==> config.mk <==
export PLATFORM = sky130hd
export DESIGN_NAME = credential_entry_ctrl_flat
export DESIGN_NICKNAME = d
export VERILOG_FILES = /design/src/rtl/credential_entry_pkg.sv /design/src/rtl/credential_entry_if.sv /design/src/rtl/credential_entry_lockout_timer.sv /design/src/rtl/credential_entry_ctrl.sv /design/src/flat_wrapper.sv
export SDC_FILE = /design/constraint.sdc
export NUM_CORES = 1
export LEC_CHECK = 0
export BUFFER_PORTS_ARGS = -buffer_cell sky130_fd_sc_hd__clkbuf_2
export CORE_MARGIN = 2
export CORE_UTILIZATION = 60
export DETAILED_ROUTE_END_ITERATION = 16
export GPL_TIMING_DRIVEN = 0
export PLACE_DENSITY = 0.83
export SYNTH_ARGS = -nofsm -noshare
export SYNTH_HDL_FRONTEND = slang
export SYNTH_HIERARCHICAL = 1
export SYNTH_SLANG_ARGS = --single-unit
==> constraint.sdc <==
create_clock -name clk -period 4.3 [get_ports clk]
set_input_delay 0.645 -clock clk [delete_from_list [all_inputs] [get_ports clk]]
set_output_delay 0.645 -clock clk [all_outputs]
set_load 0.05 [all_outputs]
==> src/rtl/credential_entry_pkg.sv <==
// Shared constants and state encoding for the credential entry sequencer.
package credential_entry_pkg;

   localparam int NIBBLE_W    = 4;
   localparam int NAME_DIGITS = 4;
   localparam logic [3:0] ENTRY_FULL = 4'd8;

   localparam logic [1:0] ST_ENTRY    = 2'd0;
   localparam logic [1:0] ST_FLAG_ACK = 2'd1;
   localparam logic [1:0] ST_LOCKOUT  = 2'd2;
   localparam logic [1:0] ST_RESOLVE  = 2'd3;

   typedef logic [NIBBLE_W-1:0] nibble_t;

endpackage

==> src/rtl/credential_entry_if.sv <==
// Keypad/unlocker signal bundle between the credential entry sequencer and its environment.
interface credential_entry_if;
   import credential_entry_pkg::*;

   logic       digit_valid;
   nibble_t    digit;
   logic       backspace;
   logic       clear;
   logic       ack_btn;
   logic       reset_count;
   logic       flag;
   logic       flag_select;

   logic [3:0] input_count;
   nibble_t    user_name0, user_name1, user_name2, user_name3;
   nibble_t    password0, password1, password2, password3;
   logic       flag_resolve;
   logic       lockout_active;
   logic [7:0] lockout_remaining;

   modport master (
      output digit_valid, digit, backspace, clear, ack_btn, reset_count, flag, flag_select,
      input  input_count, user_name0, user_name1, user_name2, user_name3,
             password0, password1, password2, password3,
             flag_resolve, lockout_active, lockout_remaining
   );

   modport slave (
      input  digit_valid, digit, backspace, clear, ack_btn, reset_count, flag, flag_select,
      output input_count, user_name0, user_name1, user_name2, user_name3,
             password0, password1, password2, password3,
             flag_resolve, lockout_active, lockout_remaining
   );

endinterface

==> src/rtl/credential_entry_lockout_timer.sv <==
// Lockout timer: tick divider plus tick down-counter; idles at zero when neither loaded nor running.
module lockout_timer #(
   parameter int unsigned TICK_DIV      = 100_000_000,
   parameter int unsigned LOCKOUT_TICKS = 30
) (
   input  logic       clk,
   input  logic       rst_n,
   input  logic       load,
   input  logic       run,
   output logic       done,
   output logic [7:0] remaining
);

   localparam int TW = (TICK_DIV > 1) ? $clog2(TICK_DIV) : 1;
   localparam logic [TW-1:0] TICK_MAX   = TW'(TICK_DIV - 1);
   localparam logic [7:0]    TICKS_INIT = 8'(LOCKOUT_TICKS);

   logic [TW-1:0] tick_q, tick_d;
   logic [7:0]    rem_q, rem_d;
   logic          tick_wrap;

   assign tick_wrap = (tick_q == '0);
   assign done      = run && tick_wrap && (rem_q == 8'd1);
   assign remaining = rem_q;

   always_comb begin
      tick_d = '0;
      rem_d  = '0;
      if (load) begin
         tick_d = TICK_MAX;
         rem_d  = TICKS_INIT;
      end else if (run) begin
         if (tick_wrap) begin
            tick_d = TICK_MAX;
            rem_d  = (rem_q != 8'd0) ? rem_q - 8'd1 : 8'd0;
         end else begin
            tick_d = tick_q - TW'(1);
            rem_d  = rem_q;
         end
      end
   end

   always_ff @(posedge clk or negedge rst_n) begin
      if (!rst_n) begin
         tick_q <= '0;
         rem_q  <= '0;
      end else begin
         tick_q <= tick_d;
         rem_q  <= rem_d;
      end
   end

endmodule

==> src/rtl/credential_entry_ctrl.sv <==
// Credential entry sequencer: keypad entry buffer plus flag acknowledge / lockout FSM.
//  state     | meaning
//  ENTRY     | keypad active, watching the unlocker flag
//  FLAG_ACK  | single wrong attempt, waiting for operator ack_btn
//  LOCKOUT   | third wrong attempt, timed lockout running
//  RESOLVE   | flag_resolve high until the unlocker drops flag
module credential_entry_ctrl
   import credential_entry_pkg::*;
#(
   parameter int unsigned TICK_DIV      = 100_000_000,
   parameter int unsigned LOCKOUT_TICKS = 30
) (
   input logic               clk,
   input logic               rst_n,
   credential_entry_if.slave bus
);

   logic [1:0] state_q, state_d;
   logic [3:0] cnt_q, cnt_d;
   logic [ENTRY_FULL-1:0][NIBBLE_W-1:0] slots_q, slots_d;
   logic rc_last_q, rc_last_d;

   logic       rc_rise;
   logic       entry_clr;
   logic [2:0] bs_idx;
   logic       tmr_load, tmr_run, tmr_done;
   logic [7:0] tmr_remaining;

   assign rc_rise  = bus.reset_count && !rc_last_q;
   assign bs_idx   = cnt_q[2:0] - 3'd1;
   assign tmr_load = (state_q == ST_ENTRY) && bus.flag && bus.flag_select;
   // timer clears itself the same edge flag drops, so remaining reads 0 back in ENTRY
   assign tmr_run  = (state_q == ST_LOCKOUT) && bus.flag;

   lockout_timer #(
      .TICK_DIV      (TICK_DIV),
      .LOCKOUT_TICKS (LOCKOUT_TICKS)
   ) u_lockout_timer (
      .clk       (clk),
      .rst_n     (rst_n),
      .load      (tmr_load),
      .run       (tmr_run),
      .done      (tmr_done),
      .remaining (tmr_remaining)
   );

   always_comb begin
      state_d   = state_q;
      cnt_d     = cnt_q;
      slots_d   = slots_q;
      rc_last_d = bus.reset_count;
      entry_clr = 1'b0;
      case (state_q)
         ST_ENTRY: begin
            if (bus.flag) begin
               entry_clr = 1'b1;
               state_d   = bus.flag_select ? ST_LOCKOUT : ST_FLAG_ACK;
            end else if (rc_rise || bus.clear) begin
               entry_clr = 1'b1;
            end else if (bus.backspace && (cnt_q != 4'd0)) begin
               cnt_d           = cnt_q - 4'd1;
               slots_d[bs_idx] = '0;
            end else if (bus.digit_valid && (cnt_q < ENTRY_FULL)) begin
               cnt_d               = cnt_q + 4'd1;
               slots_d[cnt_q[2:0]] = bus.digit;
            end
         end
         ST_FLAG_ACK: begin
            if (!bus.flag)        state_d = ST_ENTRY;
            else if (bus.ack_btn) state_d = ST_RESOLVE;
         end
         ST_LOCKOUT: begin
            if (!bus.flag)     state_d = ST_ENTRY;
            else if (tmr_done) state_d = ST_RESOLVE;
         end
         ST_RESOLVE: begin
            if (!bus.flag) begin
               state_d   = ST_ENTRY;
               entry_clr = 1'b1;
            end
         end
         default: state_d = ST_ENTRY;
      endcase
      if (rc_rise) entry_clr = 1'b1;
      if (entry_clr) begin
         cnt_d   = 4'd0;
         slots_d = '0;
      end
   end

   always_ff @(posedge clk or negedge rst_n) begin
      if (!rst_n) begin
         state_q   <= ST_ENTRY;
         cnt_q     <= 4'd0;
         slots_q   <= '0;
         rc_last_q <= 1'b0;
      end else begin
         state_q   <= state_d;
         cnt_q     <= cnt_d;
         slots_q   <= slots_d;
         rc_last_q <= rc_last_d;
      end
   end

   // first key lands in the most significant user-name nibble
   assign bus.user_name3 = slots_q[0];
   assign bus.user_name2 = slots_q[1];
   assign bus.user_name1 = slots_q[2];
   assign bus.user_name0 = slots_q[3];
   assign bus.password3  = slots_q[NAME_DIGITS + 0];
   assign bus.password2  = slots_q[NAME_DIGITS + 1];
   assign bus.password1  = slots_q[NAME_DIGITS + 2];
   assign bus.password0  = slots_q[NAME_DIGITS + 3];

   assign bus.input_count       = cnt_q;
   assign bus.flag_resolve      = (state_q == ST_RESOLVE);
   assign bus.lockout_active    = (state_q == ST_LOCKOUT);
   assign bus.lockout_remaining = tmr_remaining;

endmodule
==> src/flat_wrapper.sv <==
// flat-port wrapper written by rule: the top's interface ports become plain ports
module credential_entry_ctrl_flat import credential_entry_pkg::*;
#(
   parameter int unsigned TICK_DIV      = 100_000_000,
   parameter int unsigned LOCKOUT_TICKS = 30
)
  (clk, rst_n, bus_digit_valid, bus_digit, bus_backspace, bus_clear, bus_ack_btn, bus_reset_count, bus_flag, bus_flag_select, bus_input_count, bus_user_name0, bus_user_name1, bus_user_name2, bus_user_name3, bus_password0, bus_password1, bus_password2, bus_password3, bus_flag_resolve, bus_lockout_active, bus_lockout_remaining);
  credential_entry_if bus_i ();
  input logic clk;
  input logic rst_n;
  input wire logic [$bits(bus_i.digit_valid)-1:0] bus_digit_valid;
  input wire logic [$bits(bus_i.digit)-1:0] bus_digit;
  input wire logic [$bits(bus_i.backspace)-1:0] bus_backspace;
  input wire logic [$bits(bus_i.clear)-1:0] bus_clear;
  input wire logic [$bits(bus_i.ack_btn)-1:0] bus_ack_btn;
  input wire logic [$bits(bus_i.reset_count)-1:0] bus_reset_count;
  input wire logic [$bits(bus_i.flag)-1:0] bus_flag;
  input wire logic [$bits(bus_i.flag_select)-1:0] bus_flag_select;
  output wire logic [$bits(bus_i.input_count)-1:0] bus_input_count;
  output wire logic [$bits(bus_i.user_name0)-1:0] bus_user_name0;
  output wire logic [$bits(bus_i.user_name1)-1:0] bus_user_name1;
  output wire logic [$bits(bus_i.user_name2)-1:0] bus_user_name2;
  output wire logic [$bits(bus_i.user_name3)-1:0] bus_user_name3;
  output wire logic [$bits(bus_i.password0)-1:0] bus_password0;
  output wire logic [$bits(bus_i.password1)-1:0] bus_password1;
  output wire logic [$bits(bus_i.password2)-1:0] bus_password2;
  output wire logic [$bits(bus_i.password3)-1:0] bus_password3;
  output wire logic [$bits(bus_i.flag_resolve)-1:0] bus_flag_resolve;
  output wire logic [$bits(bus_i.lockout_active)-1:0] bus_lockout_active;
  output wire logic [$bits(bus_i.lockout_remaining)-1:0] bus_lockout_remaining;
  assign bus_i.digit_valid = bus_digit_valid;
  assign bus_i.digit = bus_digit;
  assign bus_i.backspace = bus_backspace;
  assign bus_i.clear = bus_clear;
  assign bus_i.ack_btn = bus_ack_btn;
  assign bus_i.reset_count = bus_reset_count;
  assign bus_i.flag = bus_flag;
  assign bus_i.flag_select = bus_flag_select;
  assign bus_input_count = bus_i.input_count;
  assign bus_user_name0 = bus_i.user_name0;
  assign bus_user_name1 = bus_i.user_name1;
  assign bus_user_name2 = bus_i.user_name2;
  assign bus_user_name3 = bus_i.user_name3;
  assign bus_password0 = bus_i.password0;
  assign bus_password1 = bus_i.password1;
  assign bus_password2 = bus_i.password2;
  assign bus_password3 = bus_i.password3;
  assign bus_flag_resolve = bus_i.flag_resolve;
  assign bus_lockout_active = bus_i.lockout_active;
  assign bus_lockout_remaining = bus_i.lockout_remaining;
  credential_entry_ctrl #(.TICK_DIV(TICK_DIV), .LOCKOUT_TICKS(LOCKOUT_TICKS)) u_core (.clk(clk), .rst_n(rst_n), .bus(bus_i));
endmodule
==> results.sh <==
export IMPL_timing_final_setup_violations=0
export IMPL_grt_pass1_wl_um=15400
export IMPL_post_route_cell_area_um2=4690
export IMPL_final_nets=487
export IMPL_cts_tree="yes"
export IMPL_clk_path_buf_depth=2
export IMPL_initial_utilization_pct=61.2
export IMPL_grt_setup_unrepaired="no"
export IMPL_synth_async_sr_flop_share_pct=100
export IMPL_tritoncts_num_buffers=9
export IMPL_design_portCount=59
export IMPL_initial_antenna_violation_count=0
export IMPL_detailedRoute_firstPassIterationCount=5
export IMPL_die_area_um2=7490
export IMPL_min_period_ns=3.12
export IMPL_critPathKind="reg2reg"
export IMPL_r2r_setup_slack_ns=1.18
export IMPL_final_max_slew_violation_count=0
export IMPL_timing_final_crit_share_pct=72.6
export IMPL_largest_register_ff_count=27
export IMPL_die_w_um=86.5
export IMPL_detail_route_wirelength_um=9420
export IMPL_fillCellCount=499
export IMPL_detailroute_via_count=3391
export IMPL_cp_required_ns=4.55
export IMPL_cts_htree_levels=3
export IMPL_finalHoldViolCount=0
export IMPL_tritoncts_num_sinks=74
export IMPL_cts_repair_resized=0
export IMPL_critical_path_reg2reg_endpoint="u_core/bus.input_count[3]"
export IMPL_worst_endpoint_arrival_ns=3.37
export IMPL_placedInstanceArea_um2=4480
export IMPL_grt_max_degree=63
export IMPL_critPathLaunch="u_core/bus.input_count[0]"
export IMPL_gpl_final_weighted_congestion=0.892
export IMPL_mean_instance_size_in_the_synthesized_netlist_um2=10.3
export IMPL_part_of_the_yosys_area_used_for_sequential_elements_pct=45.3
export IMPL_detail_route_vias_per_cell=6.21
export IMPL_postSynthRegisterBits=74
export IMPL_final_design_utilization_pct=70.2
export IMPL_critPathCapture="u_core/bus.input_count[3]"
export IMPL_die_h_um=86.5
export IMPL_cts_post_setup_buffers_inserted=0
export IMPL_worstMarginPinSlew_ns=0.722
export IMPL_track_usage_pct=26.4
export IMPL_synth_area_um2=4090
export IMPL_antenna_cells_inserted=0
export IMPL_total_overflow_reported_by_the_global_router=0
export IMPL_count_of_flip_flops_with_a_built_in_enable_after_synthesis=0
export IMPL_hold_class="in2async"
export IMPL_dominantRegCellSynth="dfrtp_1"
export IMPL_clk_pin_slew_ns=0.09
export IMPL_final_setup_tns_ns=0
export IMPL_synth_net_count=422
export IMPL_placeableCoreArea_um2=6680
export IMPL_clock_latency_ns=0.35
export IMPL_netlist_instances=396
export IMPL_post_route_cells_drive_above_1_share_pct=24.0
export IMPL_cts_root_buffer_cell="clkbuf_8"
export IMPL_ir_worst_vdd_uv=378
export IMPL_detail_route_antenna_nets=0
export IMPL_unique_masters_post_synth=60
export IMPL_areaGrowthSynthToFinish_pct=14.8
export IMPL_routed_wire_length_per_instance_um=17.3
export IMPL_largest_register="u_core/u_lockout_timer/tick_q"
export IMPL_port_buffers=53
export IMPL_setup_worst_path_start_class="flip-flop"
export IMPL_pwr_density_cell_nw_per_um2=742
export IMPL_finClkSkew_ns=0.0116
export IMPL_postCtsHoldBufs=0
export IMPL_reg2reg_depth=12
export IMPL_worstReg2RegStart="u_core/bus.input_count[0]"
export IMPL_worst_slew_margin_rel_pct=51.8
export IMPL_synth_warnings=6
export IMPL_first_global_vias=3170
export IMPL_maxCapViolCount=0
export IMPL_initialDrtViolationCount=172
export IMPL_type_of_element_capturing_the_critical_path="flip-flop"
export IMPL_drc=0
export IMPL_outcome="finished, final reports clean"
export IMPL_pre_cts_ws_ns=1.24
export IMPL_leakage_nw=2.20
export IMPL_critPathMaxFanout=10
export IMPL_post_route_setup_slack_ns=1.18
export IMPL_dpl_hpwl_um=6570
export IMPL_fmax_mhz=321
export IMPL_core_rowCount=30
==> metrics by stage <==
step | power (mW) | cells | hold slack [ns]
after global placement | 2.83 | 529 | 0.489
after CTS | 3.47 | 546 | 0.173
after floorplan | 2.51 | 396 | 0.349
after detailed placement | 2.89 | 530 | 0.491
after global routing | 3.75 | 546 | 0.173
final | 3.48 | 546 | 0.180
==> synthesized netlist by cell type (2+ instances only) <==
library cell,number,share of area (%)
nand2b_1,6,0.92
o31ai_1,3,0.55
buf_6,2,0.55
buf_1,5,0.46
or4_1,5,0.92
a311o_1,2,0.49
o21ai_0,11,1.3
and2_1,2,0.31
nor2_1,33,3.0
or4_4,2,0.55
dfrtp_1,74,45
nor4_2,2,0.61
o211ai_1,4,0.73
o21ai_1,3,0.37
ha_1,12,3.7
inv_1,12,1.1
a211o_1,2,0.43
and2b_2,2,0.43
clkbuf_1,7,0.64
nand3_1,12,1.5
or2_2,9,1.4
nor4_1,10,1.5
buf_2,2,0.24
nor3_1,17,2.1
nand2_1,13,1.2
a21oi_4,6,2.4
o21bai_1,2,0.37
a21o_1,3,0.55
mux2i_1,2,0.49
nor2_4,3,0.83
a21oi_1,27,3.3
o22ai_1,2,0.31
a211oi_2,5,1.5
a31o_2,2,0.43
xnor2_1,23,4.9
or3_1,5,0.77
and3_1,3,0.46
nor2b_1,2,0.31
a22o_1,32,6.9
nand4_1,5,0.77
xor2_1,3,0.64
==> where the power goes <==
part	switching, mW	internal [mW]	leakage [nW]	total, mW
registers	0.148	0.822	1.02	0.970
logic	1.19	0.755	1.08	1.94
clock network	0.289	0.280	0.104	0.569
total	1.62	1.86	2.20	3.48
==> how the worst min path moves through the flow <==
stage	start	to	slack [ns]	depth (start not counted)
floorplan	rst_n	u_core/bus.input_count[0]	0.35	0
global placement	u_core/bus.user_name3[2]	u_core/bus.user_name3[2]	0.49	1
detailed placement	u_core/bus.user_name2[3]	u_core/bus.user_name2[3]	0.49	1
CTS	rst_n	u_core/u_lockout_timer/remaining[3]	0.17	1
global route	rst_n	u_core/u_lockout_timer/remaining[3]	0.17	1
finish	rst_n	u_core/u_lockout_timer/remaining[3]	0.18	1
==> cells by family (layout without fill, tap and decap cells) <==
kind of cell	count (synthesis)	after routing	synth area share, %
and+or+nand+nor	145	145	21.1
AOI/OAI and AO/OA	106	106	20.1
DFF	74	74	45.3
buffers and inverters	30	100	3.28
xor gates and xnor gates	26	26	5.57
adders and majority gates	13	13	4.16
muxes	2	2	0.490
==> placed cells by master (no fill, tap or decap), types with 7 or more instances in the layout <==
cell type	count
a21oi_1	27
a22o_1	32
clkbuf_1	7
clkbuf_2	52
clkbuf_8	9
dfrtp_1	74
ha_1	12
inv_1	12
nand2_1	13
nand3_1	12
nor2_1	33
nor3_1	17
nor4_1	10
o21ai_0	11
or2_2	9
xnor2_1	23
==> worst max-delay path, stage by stage, from the launching register on <==
cell and delay, ns:
dfrtp_1 0.38, clkbuf_1 0.20, inv_2 0.22, ha_1 0.29, or3b_4 0.43, nand2_1 0.18
inv_1 0.09, ha_1 0.28, a21o_1 0.17, a21oi_1 0.24, xor2_1 0.21, a21oi_1 0.09
a311oi_1 0.25
==> layer usage <==
layer / vias up / routed length [µm] / track usage, %
met2: 117 / 4830 / 43.5
met3: 14 / 498 / 6.29
met4: 0 / 150 / 8.81
li1: 1580 / - / -
met5: - / 0 / 0
met1: 1680 / 3940 / 34.6
==> area by class of cell <==
| cell class | instances | area, µm² | area share (%) |
|---|---|---|---|
| buffer | 17 | 85.1 | 1.81 |
| clock buffer | 9 | 124 | 2.64 |
| clock inverter | 7 | 86.3 | 1.84 |
| sequential | 74 | 1850 | 39.5 |
| multi-input combinational | 292 | 2100 | 44.8 |
| timing repair buffer | 54 | 295 | 6.29 |
| tap | 80 | 100 | 2.13 |
| inverter | 13 | 48.8 | 1.04 |
No activity file was read; power rests on OpenSTA's default activity.
